File: src/rtl/v_issue_ctrl_pkg.sv
// Shared opcode constants, instruction field helpers and head-entry decode for the
// vector issue controller.
package v_issue_ctrl_pkg;

    localparam logic [6:0] VOPC_LOAD  = 7'b0000111;
    localparam logic [6:0] VOPC_STORE = 7'b0100111;
    localparam logic [6:0] VOPC_OPV   = 7'b1010111;
    localparam logic [2:0] F3_OPIVV   = 3'b000;

    // Register usage of one instruction as seen by the scoreboard
    typedef struct packed {
        logic       rd_a_en;
        logic [4:0] rd_a;
        logic       rd_b_en;
        logic [4:0] rd_b;
        logic       wr_en;
        logic [4:0] wr;
        logic       is_load;
    } vdec_t;

    function automatic logic [6:0] inst_opc(input logic [31:0] inst);
        return inst[6:0];
    endfunction

    function automatic logic [2:0] inst_f3(input logic [31:0] inst);
        return inst[14:12];
    endfunction

    function automatic logic [4:0] inst_vd(input logic [31:0] inst);
        return inst[11:7];
    endfunction

    function automatic logic [4:0] inst_vs1(input logic [31:0] inst);
        return inst[19:15];
    endfunction

    function automatic logic [4:0] inst_vs2(input logic [31:0] inst);
        return inst[24:20];
    endfunction

    function automatic int unsigned max_u(input int unsigned a, input int unsigned b);
        return (a > b) ? a : b;
    endfunction

    // Unknown opcodes decode to all-zero: no reads, no writes, never blocked
    function automatic vdec_t vdec(input logic [31:0] inst);
        vdec_t d;
        d = '0;
        case (inst_opc(inst))
            VOPC_LOAD: begin
                d.wr_en   = 1'b1;
                d.wr      = inst_vd(inst);
                d.is_load = 1'b1;
            end
            VOPC_STORE: begin
                // vs3 lives in the vd field
                d.rd_a_en = 1'b1;
                d.rd_a    = inst_vd(inst);
            end
            VOPC_OPV: begin
                d.wr_en   = 1'b1;
                d.wr      = inst_vd(inst);
                d.rd_a_en = 1'b1;
                d.rd_a    = inst_vs2(inst);
                // Only the vector-vector form uses vs1 as a vreg
                d.rd_b_en = (inst_f3(inst) == F3_OPIVV);
                d.rd_b    = inst_vs1(inst);
            end
            default: ;
        endcase
        return d;
    endfunction

endpackage

File: src/rtl/v_issue_fifo.sv
// Synchronous instruction buffer with push/pop/flush and full/empty/count status.
module v_issue_fifo #(
    parameter int unsigned DEPTH = 4,
    parameter int unsigned WIDTH = 32
) (
    input  logic                     clk,
    input  logic                     rst,
    input  logic                     push,
    input  logic [WIDTH-1:0]         push_data,
    input  logic                     pop,
    input  logic                     flush,
    output logic [WIDTH-1:0]         head,
    output logic                     full,
    output logic                     empty,
    output logic [$clog2(DEPTH):0]   count
);
    localparam int unsigned PTR_W = $clog2(DEPTH);
    localparam int unsigned CNT_W = PTR_W + 1;

    logic [WIDTH-1:0] mem [DEPTH];
    logic [PTR_W-1:0] wr_ptr_q;
    logic [PTR_W-1:0] rd_ptr_q;
    logic [CNT_W-1:0] cnt_q;
    logic             do_push;
    logic             do_pop;

    assign full    = (cnt_q == CNT_W'(DEPTH));
    assign empty   = (cnt_q == '0);
    assign count   = cnt_q;
    assign head    = mem[rd_ptr_q];
    assign do_push = push && !full;
    assign do_pop  = pop && !empty;

    // Pointer and occupancy state; flush discards everything including a same-cycle push
    always_ff @(posedge clk) begin
        if (rst || flush) begin
            wr_ptr_q <= '0;
            rd_ptr_q <= '0;
            cnt_q    <= '0;
        end else begin
            if (do_push) wr_ptr_q <= wr_ptr_q + PTR_W'(1);
            if (do_pop)  rd_ptr_q <= rd_ptr_q + PTR_W'(1);
            if (do_push && !do_pop) begin
                cnt_q <= cnt_q + CNT_W'(1);
            end else if (do_pop && !do_push) begin
                cnt_q <= cnt_q - CNT_W'(1);
            end
        end
    end

    // Storage array, no reset needed since reads are gated by the count
    always_ff @(posedge clk) begin
        if (do_push && !flush && !rst) mem[wr_ptr_q] <= push_data;
    end

endmodule

File: src/rtl/v_issue_ctrl.sv
// Vector issue controller: buffers instructions, blocks RAW/WAW hazards with a per-vreg
// countdown scoreboard and issues at most one instruction per cycle through a register.
module v_issue_ctrl
    import v_issue_ctrl_pkg::*;
#(
    parameter int unsigned FIFO_DEPTH = 4,
    parameter int unsigned LOAD_LAT   = 2,
    parameter int unsigned ALU_LAT    = 1,
    parameter int unsigned NUM_VREG   = 32
) (
    input  logic        clk,
    input  logic        rst,
    input  logic        in_valid_i,
    input  logic [31:0] in_inst_i,
    output logic        in_ready_o,
    input  logic        flush_i,
    output logic [31:0] vinst_o,
    output logic        vinst_valid_o,
    output logic        busy_o,
    output logic [31:0] stall_cnt_o
);
    localparam int unsigned MAX_LAT = max_u(LOAD_LAT, ALU_LAT);
    localparam int unsigned SB_W    = $clog2(MAX_LAT + 1);
    localparam int unsigned CNT_W   = $clog2(FIFO_DEPTH) + 1;
    localparam logic [SB_W-1:0] SB_ONE = SB_W'(1);

    logic [31:0]     fifo_head;
    logic            fifo_full;
    logic            fifo_empty;
    logic [CNT_W-1:0] fifo_count;

    vdec_t           dec;
    logic            blocked;
    logic            issue;
    logic            sb_load;
    logic [SB_W-1:0] sb_load_val;
    logic            sb_any;
    logic [SB_W-1:0] sb_q [NUM_VREG];

    logic [31:0]     vinst_q;
    logic            vinst_valid_q;
    logic [31:0]     stall_q;

    v_issue_fifo #(
        .DEPTH (FIFO_DEPTH),
        .WIDTH (32)
    ) u_fifo (
        .clk       (clk),
        .rst       (rst),
        .push      (in_valid_i),
        .push_data (in_inst_i),
        .pop       (issue),
        .flush     (flush_i),
        .head      (fifo_head),
        .full      (fifo_full),
        .empty     (fifo_empty),
        .count     (fifo_count)
    );

    assign in_ready_o = !fifo_full;

    // Hazard check on the head: a reader may go when the pending write lands this edge
    // (counter == 1, regfile bypasses); a writer must wait until the counter is zero
    always_comb begin
        dec     = vdec(fifo_head);
        blocked = 1'b0;
        if (dec.rd_a_en && (sb_q[dec.rd_a] > SB_ONE)) blocked = 1'b1;
        if (dec.rd_b_en && (sb_q[dec.rd_b] > SB_ONE)) blocked = 1'b1;
        if (dec.wr_en && (sb_q[dec.wr] != '0))        blocked = 1'b1;
    end

    assign issue       = !fifo_empty && !blocked;
    // An issue killed by flush must not reserve its destination
    assign sb_load     = issue && !flush_i && dec.wr_en;
    assign sb_load_val = dec.is_load ? SB_W'(LOAD_LAT) : SB_W'(ALU_LAT);

    // Reduce the scoreboard for the busy indication
    always_comb begin
        sb_any = 1'b0;
        for (int unsigned r = 0; r < NUM_VREG; r++) begin
            if (sb_q[r] != '0) sb_any = 1'b1;
        end
    end

    // Scoreboard countdown; a new issue reload wins over the decrement
    always_ff @(posedge clk) begin
        if (rst) begin
            for (int unsigned r = 0; r < NUM_VREG; r++) sb_q[r] <= '0;
        end else begin
            for (int unsigned r = 0; r < NUM_VREG; r++) begin
                if (sb_load && (32'(dec.wr) == r)) begin
                    sb_q[r] <= sb_load_val;
                end else if (sb_q[r] != '0) begin
                    sb_q[r] <= sb_q[r] - SB_W'(1);
                end
            end
        end
    end

    // Registered issue port; zero whenever nothing is issued
    always_ff @(posedge clk) begin
        if (rst) begin
            vinst_q       <= '0;
            vinst_valid_q <= 1'b0;
        end else if (issue && !flush_i) begin
            vinst_q       <= fifo_head;
            vinst_valid_q <= 1'b1;
        end else begin
            vinst_q       <= '0;
            vinst_valid_q <= 1'b0;
        end
    end

    // Saturating count of cycles a present head was held back by a hazard
    always_ff @(posedge clk) begin
        if (rst) begin
            stall_q <= '0;
        end else if (!fifo_empty && blocked && (stall_q != 32'hFFFF_FFFF)) begin
            stall_q <= stall_q + 32'd1;
        end
    end

    assign vinst_o       = vinst_q;
    assign vinst_valid_o = vinst_valid_q;
    assign stall_cnt_o   = stall_q;
    assign busy_o        = (fifo_count != '0) || vinst_valid_q || sb_any;

endmodule

File: config.mk
export PLATFORM = sky130hd
export DESIGN_NAME = v_issue_ctrl
export DESIGN_NICKNAME = d
export VERILOG_FILES = /design/src/rtl/v_issue_ctrl_pkg.sv /design/src/rtl/v_issue_fifo.sv /design/src/rtl/v_issue_ctrl.sv
export SDC_FILE = /design/constraint.sdc
export NUM_CORES = 1
export LEC_CHECK = 0
export CORE_UTILIZATION = 35
export CTS_CLUSTER_SIZE = 16
export DETAILED_ROUTE_END_ITERATION = 10
export DONT_BUFFER_PORTS = 1
export HOLD_SLACK_MARGIN = 0.08
export SLEW_MARGIN = 25
export SYNTH_ARGS = -nofsm -noshare
export SYNTH_HDL_FRONTEND = slang
export SYNTH_SLANG_ARGS = --single-unit
export TNS_END_PERCENT = 5
File: constraint.sdc
create_clock -name clk -period 4.45 [get_ports clk]
set_clock_uncertainty 0.2 [all_clocks]
set_input_delay 0.445 -clock clk [delete_from_list [all_inputs] [get_ports clk]]
set_output_delay 0.445 -clock clk [all_outputs]
set_load 0.01 [all_outputs]
# [Word level (Yosys, flattened, before mapping)]
# Memory sizes are Yosys's and may differ from the RTL's. A register that Yosys moved wholly into a read port is not among the register bits.
# Index checks and enable logic that the tools add are counted.
[op_classes] addsub=37 n_mul=0 div=0 order_cmp=2 n_eq_ne=36 shifts=0 muxes=336 n_bitwise=65 reduce_logical=96
[op_table] cell="1-bit 2-to-1 mux" n=264
[op_table] cell="2-bit 2-to-1 mux" n=67
[op_table] cell="5-bit equality test, second input constant" n=16
[op_table] cell="2-bit nonzero test" n=34
[op_table] cell="1-bit OR" n=64
[op_table] cell="2-bit by 1-bit subtractor with 2-bit output, second input constant" n=32
[op_table] cell="1-bit logical AND" n=46
[op_table] cell="5-bit by 4-bit equality test with 1-bit output, second input constant" n=8
[op_table] cell="32-bit by 1-bit adder with 32-bit output, second input constant" n=1
[op_table] cell="32-bit != test, second input constant" n=1
[op_table] cell="5-bit by 3-bit equality test with 1-bit output, second input constant" n=4
[op_table] cell="6-bit 2-to-1 mux" n=2
[op_table] cell="6-bit one-hot mux with 2 select lines" n=1
[op_table] cell="5-bit by 2-bit equality test with 1-bit output, second input constant" n=2
[op_table] cell="7-bit by 3-bit equality test with 1-bit output, second input constant" n=1
[op_table] cell="7-bit by 6-bit equality test with 1-bit output, second input constant" n=1
[op_table] cell="7-bit equality test, second input constant" n=1
[op_table] cell="1-bit zero test" n=7
[op_table] cell="3-bit zero test" n=2
[op_table] cell="3-bit 2-to-1 mux" n=2
[op_table] cell="5-bit by 1-bit equality test with 1-bit output, second input constant" n=1
[op_table] cell="5-bit zero test" n=1
[op_table] cell="2-bit by 1-bit adder with 2-bit output, second input constant" n=2
[op_table] cell="2-bit by 1-bit > comparator with 1-bit output, second input constant" n=2
[op_table] cell="other kinds (7)" n=10
[totals] reg_bits=72 latch_bits=0 ramBits=192 mem_bits_ro=0 inputBits=36 output_inout_bits=67 elab_cells=580 memories=2
[mem_list] memory="u_fifo.mem" depth=4 word_bits=32 rd=1 rd_clocked_by_memory_dff=1 wr=1 line="v_issue_fifo.sv:20" rtl="logic [WIDTH-1:0] mem [DEPTH];"
[mem_list] memory="sb_q" depth=32 word_bits=2 rd=35 rd_clocked_by_memory_dff=0 wr=32 line="v_issue_ctrl.sv:38" rtl="logic [SB_W-1:0] sb_q [NUM_VREG];"

# [Logic depth before layout (Yosys ltp)]
# Gate-level depths: netlist of run 1.
[logic_depth] ltp_word=34 ltp_mapped=19 mapped_depth_nobuf=14

# [Hierarchy]
# Synthesis of run 1 repeated with hierarchy kept, for this count alone.
[hier_totals] cells_unflattened=1132 hier_area_um2=13580.5
[by_module_without_submodules] module="v_issue_ctrl" n_inst=1 cells_each=915 area_each_um2=8494.4 seq_area_each_um2=3223.1
[by_module_without_submodules] module="v_issue_fifo" n_inst=1 cells_each=217 area_each_um2=5086.1 seq_area_each_um2=4023.9

# [Worst setup path after synthesis of run 1]
# OpenSTA, ideal clock, no wires.
[synth_timing] kind="register to register" startpoint="register (tool-made name)" endpoint="register u_fifo.cnt_q[2] (netlist: u_fifo.count[2])" setup_time_ns=0.070 arrival_ns=4.335 t_required_ns=4.180 setup_slack_ns=-0.155 stages_incl_launch_ff=19 n_path_buf=4 synth_period_minus_slack_ns=4.605 cell_sequence="dfxtp_1 > buf_4 > mux4_2 > buf_2 > nor3b_2 > a22oi_2 > a2111oi_0 > a311oi_1 > a221oi_1 > a211oi_4 > buf_4 > buf_2 > nand3_1 > ha_1 > inv_1 > fa_1 > xor2_1 > or3_1 > a21oi_1"
[synth_rtl] element="end signal: assignment" line="v_issue_fifo.sv:44" rtl="cnt_q <= cnt_q + CNT_W'(1);"
[synth_rtl] element="end signal: assignment" line="v_issue_fifo.sv:46" rtl="cnt_q <= cnt_q - CNT_W'(1);"
[synth_rtl] element="end: declaration" line="v_issue_fifo.sv:23" rtl="logic [CNT_W-1:0] cnt_q;"

==> results of run 1 <==
-- power groups by stage --
stage	sequential [W]	combinational, W	clock (W)
6_report	0.00349	0.00345	0.00238
3_5_place_dp	0.00353	0.00302	0
3_3_place_gp	0.00353	0.00299	0
2_1_floorplan	0.00336	0.00203	0
4_1_cts	0.00348	0.00314	0.00243
5_1_grt	0.00352	0.00375	0.00252
-- placed cells by master (no fill, tap or decap), types with 37 or more instances in the layout --
cell / synthesis / final
edfxtp_1: 192 / 192
buf_4: 6 / 103
nor2_1: 95 / 91
mux2_1: 78 / 78
inv_1: 74 / 72
dfxtp_1: 74 / 72
nor3_1: 57 / 57
nand3_1: 53 / 50
nand4_1: 48 / 48
a21oi_1: 45 / 44
mux4_2: 37 / 39
nor2b_1: 40 / 38
ha_1: 38 / 37
-- kinds of logic after synthesis --
| family | Yosys count | share of synthesized area, % |
|---|---|---|
| xor+xnor | 5 | 0.311 |
| flops | 266 | 51.4 |
| mux | 153 | 14.9 |
| fa+ha+maj | 39 | 3.51 |
| buf+inv | 158 | 4.63 |
| compound gates | 163 | 8.31 |
| simple gates | 435 | 16.9 |
-- area by class of cell --
class | instances | area [µm²]
clock buffer | 39 | 833
clock inverter | 13 | 123
fill | 3745 | 22600
inverter | 76 | 285
multi-input combinational | 798 | 6560
sequential | 266 | 7250
tap | 525 | 657
timing repair buffer | 157 | 1450
-- layer usage --
| metal | track usage [%] | share of wire, % | up-vias |
|---|---|---|---|
| met5 | 0 | 0 | - |
| met4 | 7.41 | 3.5 | 0 |
| li1 | - | - | 4864 |
| met3 | 2.91 | 5.5 | 86 |
| met2 | 32.3 | 46 | 335 |
| met1 | 28.1 | 45 | 5386 |
-- how the worst max path moves through the flow --
stage	endpoint	startpoint	slack (ns)
finish	sb_q[13][1]	flip-flop	0.05
global route	u_fifo.count[2]	flip-flop	-0.06
CTS	u_fifo.count[2]	flip-flop	-0.06
detailed placement	sb_q[4][1]	flip-flop	-0.09
global placement	u_fifo.count[2]	flip-flop	-0.14
floorplan	u_fifo.count[2]	flip-flop	0.009
-- per-stage QoR --
| stage | setup TNS (ns) | power, W |
|---|---|---|
| final | 0 | 0.00932 |
| after detailed placement | -0.907 | 0.00655 |
| after global routing | -0.266 | 0.00980 |
| after floorplan | 0 | 0.00539 |
| after global placement | -0.493 | 0.00651 |
| after CTS | -0.141 | 0.00905 |
-- registers in the layout, indices dropped and copies added, names as in the netlist, named ones only --
register and cells:
u_fifo.mem 128, sb_q 64, stall_cnt_o 32, vinst_o 32, u_fifo.count 3, u_fifo.rd_ptr_q 2
u_fifo.wr_ptr_q 2, vinst_valid_o 1
-- cells in the mapped netlist, drive strengths merged, types with 10 or more instances --
library cell / n
o211ai: 10
inv: 75
mux2: 88
clkbuf: 42
nor3: 57
a21oi: 45
edfxtp: 192
nor2: 95
dfxtp: 74
nand3: 55
and2: 34
nand2: 32
mux2i: 28
nor2b: 40
mux4: 37
ha: 38
and3: 13
buf: 40
nand4: 49
o21ai: 16
-- what timing repair did --
item | 4_1_cts | 5_1_grt
setup endpoints to repair | 62 | 114
hold endpoints to repair | 213 | 0
buffers inserted | 6 | 24
hold buffers | 37 | 0
pin swaps | 1 | 21
resized for setup | 10 | 60
gates cloned | 0 | 3
==> out/qor.csv, run 1 <==
metric;value;unit
path_buf_inv;8;
p_int;0.00603;W
grt_overflow;0;
synth.yosys.seq_area_share;51.4;%
synthToLayoutAreaGrowth;21.7;%
cp_slowest_stage_delay;0.54;ns
power_density;543;nW/µm²
antenna_found_initial;0;
dp.cells;1752;
critPathCaptureType;flip-flop;
core_area;39700;µm²
design_area;17200;µm²
power_switching;0.00328;W
synth_edf_count;192;
hold_path_depth;2;
async_flop_share;0;%
vias;10700;
crit_type;flip-flop to flip-flop;
track_usage;20.3;%
drv_cap;0;
pwr-share-seq;37.5;%
antenna_left;0;
start_util;35.5;%
max-vdd-ir-drop;352;µV
clk_pin_slew;0.07;ns
fin_ws;0.0465;ns
crit_family;buffers and inverters;
syn_inst;1219;
fin_crit;4.40;ns
pre_cts_ws;-0.0900;ns
clockRootBuffer;clkbuf_16;
clock_power_share;25.5;%
switching_share;35.2;%
syn-num-nets;1294;
clkSinkCount;266;
tightest_slew;0.942;ns
reg2regPathDepth;17;
syn_area_per_cell;11.6;µm²
combPwrFrac;37.0;%
place_congestion;0.939;
ys_types;84;
first_global_vias;10500;
grt_max_degree;108;
timing.rr.end;sb_q[13][1];
path_depth;17;
post-route-period-util;99.0;%
die_w;203;µm
holdPathEnd;sb_q[14][0];
crit_chain;buf_12 > buf_12 > buf_12 > mux4_2 > buf_6 > buf_4 > nand3b_1 > buf_4 > or3_1 > o311ai_2 > or4_4 > and3_4 > a211oi_4 > buf_4 > buf_6 > nand4_1 > mux2_1;
cts_buffers;28;
cp-start-kind;flip-flop;
via_per_inst;5.69;
grt_pass1_wl;64500;µm
synth_warnings;0;
drt_iter0_drc;844;
wl_per_cell;22.8;µm
dr.pass1.iters;7;
synth_top_area_cell;edfxtp_1;
hp-class;input port to flip-flop;
nets;1402;
synth_area;14100;µm²
dpl_cell_area;15200;µm²
htree_levels;1;
drt-total-wl;42800;µm
synth-main-ff-cell;edfxtp_1;
critPathMaxFanout;17;
max_slew_margin;37.0;%
rows;73;
die_area;41100;µm²
crit_required;4.57;ns
outcome;complete, no violations;
finalHoldViolations;0;
portBuffers;0;
hp-start;rst;
die_h;203;µm
tritoncts;built;
holdWs;0.108;ns
rsz0062_at_grt;yes;
synth_area_leaders;edfxtp_1 41%, dfxtp_1 11%, mux2_1 6.2%, mux4_2 5.9%, ha_1 3.4%;
ys_seq_elements;266;
max_freq;0.227;GHz
rrSetupSlack;0.05;ns
final_core_utilization;43.2;%
yosys.area.top_type_share;40.9;%
leakage;6.18;nW
drive_above_1_share;21.1;%
hpwl;29800;µm
clock_latency;0.58;ns
io_pins;103;
cts_buffer_depth;3;
critical-path-slowest-cell;mux4_2;
fin_cells;1874;
arrival;4.52;ns
drc;0;
setup_viol;0;
diodes;0;
drv_slew;0;
Power figures use the tool's default switching activity.
==> run 2: changes to the inputs <==
--- a/config.mk
+++ b/config.mk
@@ -9,6 +9,7 @@
 export CTS_CLUSTER_SIZE = 16
 export DETAILED_ROUTE_END_ITERATION = 10
 export DONT_BUFFER_PORTS = 1
+export GPL_TIMING_DRIVEN = 0
 export HOLD_SLACK_MARGIN = 0.08
 export SLEW_MARGIN = 25
 export SYNTH_ARGS = -nofsm -noshare
==> out/qor.csv, run 2 (synthesized netlist as in run 1, its figures left out) <==
metric;value;unit;change
largestRegisters;u_fifo.mem x128, sb_q x64;;unchanged
holdWs;0.142;ns;was 0.108 ns
start_util;35.5;%;unchanged
clockRootBuffer;clkbuf_16;;unchanged
htree_levels;1;;unchanged
antenna_left;0;;unchanged
rrSetupSlack;-0.13;ns;was 0.05 ns
dpl_cell_area;14900;µm²;was 15,200 µm²
drv_cap;0;;unchanged
grt_pass1_wl;65900;µm;was 64,500 µm
pwr-share-seq;37.5;%;about the same
cp-start-kind;flip-flop;;unchanged
cts_buffers;29;;was 28
nets;1405;;was 1,402
post-layout-total-power;0.00933;W;was 0.00932 W
max_slew_margin;40.3;%;was 37.0%
fill_cells;3721;;was 3,745
drc;0;;unchanged
combPwrFrac;35.0;%;was 37.0%
wl_per_cell;22.9;µm;was 22.8 µm
crit_required;4.78;ns;was 4.57 ns
clock_latency;0.59;ns;was 0.58 ns
tightest_slew;0.887;ns;was 0.942 ns
hpwl;30500;µm;was 29,800 µm
max_freq;0.218;GHz;was 0.227 GHz
die_area;41100;µm²;unchanged
violations;negative setup slack;;
setup_viol;30;;was 0
drt_iter0_drc;1250;;was 844
dr.pass1.iters;8;;was 7
die_w;203;µm;unchanged
clkSinkCount;266;;unchanged
crit_type;flip-flop to flip-flop;;unchanged
via_per_inst;5.78;;was 5.69
fin_crit;4.58;ns;was 4.40 ns
final_core_utilization;43.0;%;was 43.2%
layout_common_cells;192 x edfxtp_1, 90 x nor2_1, 74 x mux2_1;;was 192 x edfxtp_1, 103 x buf_4, 91 x nor2_1
place_congestion;0.983;;was 0.939
portBuffers;0;;unchanged
antenna_found_initial;0;;unchanged
tritoncts;built;;unchanged
clock_power_share;27.6;%;was 25.5%
post-route-period-util;103;%;was 99.0%
max-vdd-ir-drop;342;µV;was 352 µV
critPathCaptureType;flip-flop;;unchanged
track_usage;20.9;%;was 20.3%
power_switching;0.00330;W;was 0.00328 W
drive_above_1_share;18.4;%;was 21.1%
first_global_vias;10700;;was 10.5k
die_h;203;µm;unchanged
rows;73;;unchanged
leakage;6.11;nW;was 6.18 nW
fin_ws;-0.135;ns;was 0.0465 ns
largest-register;u_fifo.mem;;unchanged
timing.rr.end;u_fifo.count[2];;was sb_q[13][1]
grt_max_degree;25;;was 108
endpoint;u_fifo.count[2];;was sb_q[13][1]
clk_pin_slew;0.07;ns;about the same
critPathMaxFanout;10;;was 17
hp-class;input port to flip-flop;;unchanged
switching_share;35.3;%;was 35.2%
drv_slew;0;;unchanged
cts_buffer_depth;3;;unchanged
outcome;complete, but fails checks;;was complete, no violations
grt_overflow;0;;unchanged
layout_commonest_cell;edfxtp_1;;unchanged
rsz0062_at_grt;yes;;unchanged
arrival;4.91;ns;was 4.52 ns
power_density;546;nW/µm²;was 543 nW/µm²
design_area;17100;µm²;was 17,200 µm²
core_area;39700;µm²;unchanged
vias;10800;;was 10.7k
reg2regPathDepth;18;;was 17
diodes;0;;unchanged
drt-total-wl;43000;µm;was 42,800 µm
largest_register_ff_count;128;;unchanged
io_pins;103;;unchanged
p_int;0.00604;W;was 0.00603 W
finalHoldViolations;0;;unchanged
synthToLayoutAreaGrowth;21.3;%;was 21.7%
[run 2: worst max-delay path, stage by stage, from the launching register on]
cell and delay, ns:
dfxtp_4 0.37, buf_8 0.16, mux4_2 0.59, buf_4 0.17
mux2i_1 0.12, a221oi_1 0.34, o311ai_1 0.17, or4_1 0.50
and3_4 0.19, a211oi_4 0.37, buf_6 0.18, buf_12 0.10
nand3_4 0.08, ha_4 0.22, inv_2 0.05, fa_2 0.18
xor2_1 0.07, or3_1 0.30, a21oi_1 0.14
[run 2: stage by stage]
| stage | setup TNS, ns | setup slack, ns | cells |
|---|---|---|---|
| 2_1_floorplan | 0 | 0.00891 | 1219 |
| 3_3_place_gp | -58.98 | -0.974 | 1744 |
| 3_5_place_dp | -55.28 | -0.984 | 1748 |
| 4_1_cts | -0.151 | -0.113 | 1866 |
| 5_1_grt | -2.82 | -0.215 | 1877 |
| 6_report | -1.11 | -0.135 | 1877 |
[run 2: how the worst min path moves through the flow]
stage	startpoint	end	depth (start not counted)
2_1_floorplan	u_fifo.rd_ptr_q[1]	flip-flop	2
3_3_place_gp	u_fifo.rd_ptr_q[1]	flip-flop	2
3_5_place_dp	u_fifo.rd_ptr_q[1]	flip-flop	2
4_1_cts	flush_i	vinst_o[5]	3
5_1_grt	flush_i	vinst_o[5]	3
6_report	flush_i	vinst_o[5]	3
[run 2: area by class of cell]
| cell class | instances | area (µm²) | share of cell area, % |
|---|---|---|---|
| multi-input cells | 795 | 6540 | 38.2 |
| repair buffers | 83 | 821 | 4.80 |
| well taps | 525 | 657 | 3.84 |
| clock buffers | 37 | 808 | 4.73 |
| plain buffers | 79 | 539 | 3.15 |
| flip-flops and latches | 266 | 7250 | 42.4 |
| clock inverters | 16 | 203 | 1.19 |
| inverters | 76 | 288 | 1.68 |
[run 2: repair_timing]
item / CTS / global route
gates cloned: 1 / 1
buffers inserted: 28 / 10
endpoints found under the setup margin: 187 / 99
pin swaps: 23 / 25
hold buffers: 39 / 0
endpoints found under the hold margin: 138 / 0
resized for setup: 100 / 33
[run 2: power by group through the flow]
stage                     logic [W]  registers (W)  clock network (W)
final                       0.00326        0.00350            0.00257
after global routing        0.00354        0.00352            0.00271
after CTS                   0.00314        0.00349            0.00261
after detailed placement    0.00277        0.00353                  0
after global placement      0.00273        0.00352                  0
after floorplan             0.00203        0.00336                  0
[run 2: per-layer routing]
| layer | wire length [µm] | up-vias | part of all wire, % | global-route usage [%] |
|---|---|---|---|---|
| li1 | - | 4866 | - | - |
| met1 | 18500 | 5401 | 43 | 28.5 |
| met2 | 20000 | 480 | 47 | 32.9 |
| met3 | 3270 | 97 | 7.6 | 3.77 |
| met4 | 1250 | 0 | 2.9 | 7.84 |
| met5 | 0 | - | 0 | 0 |
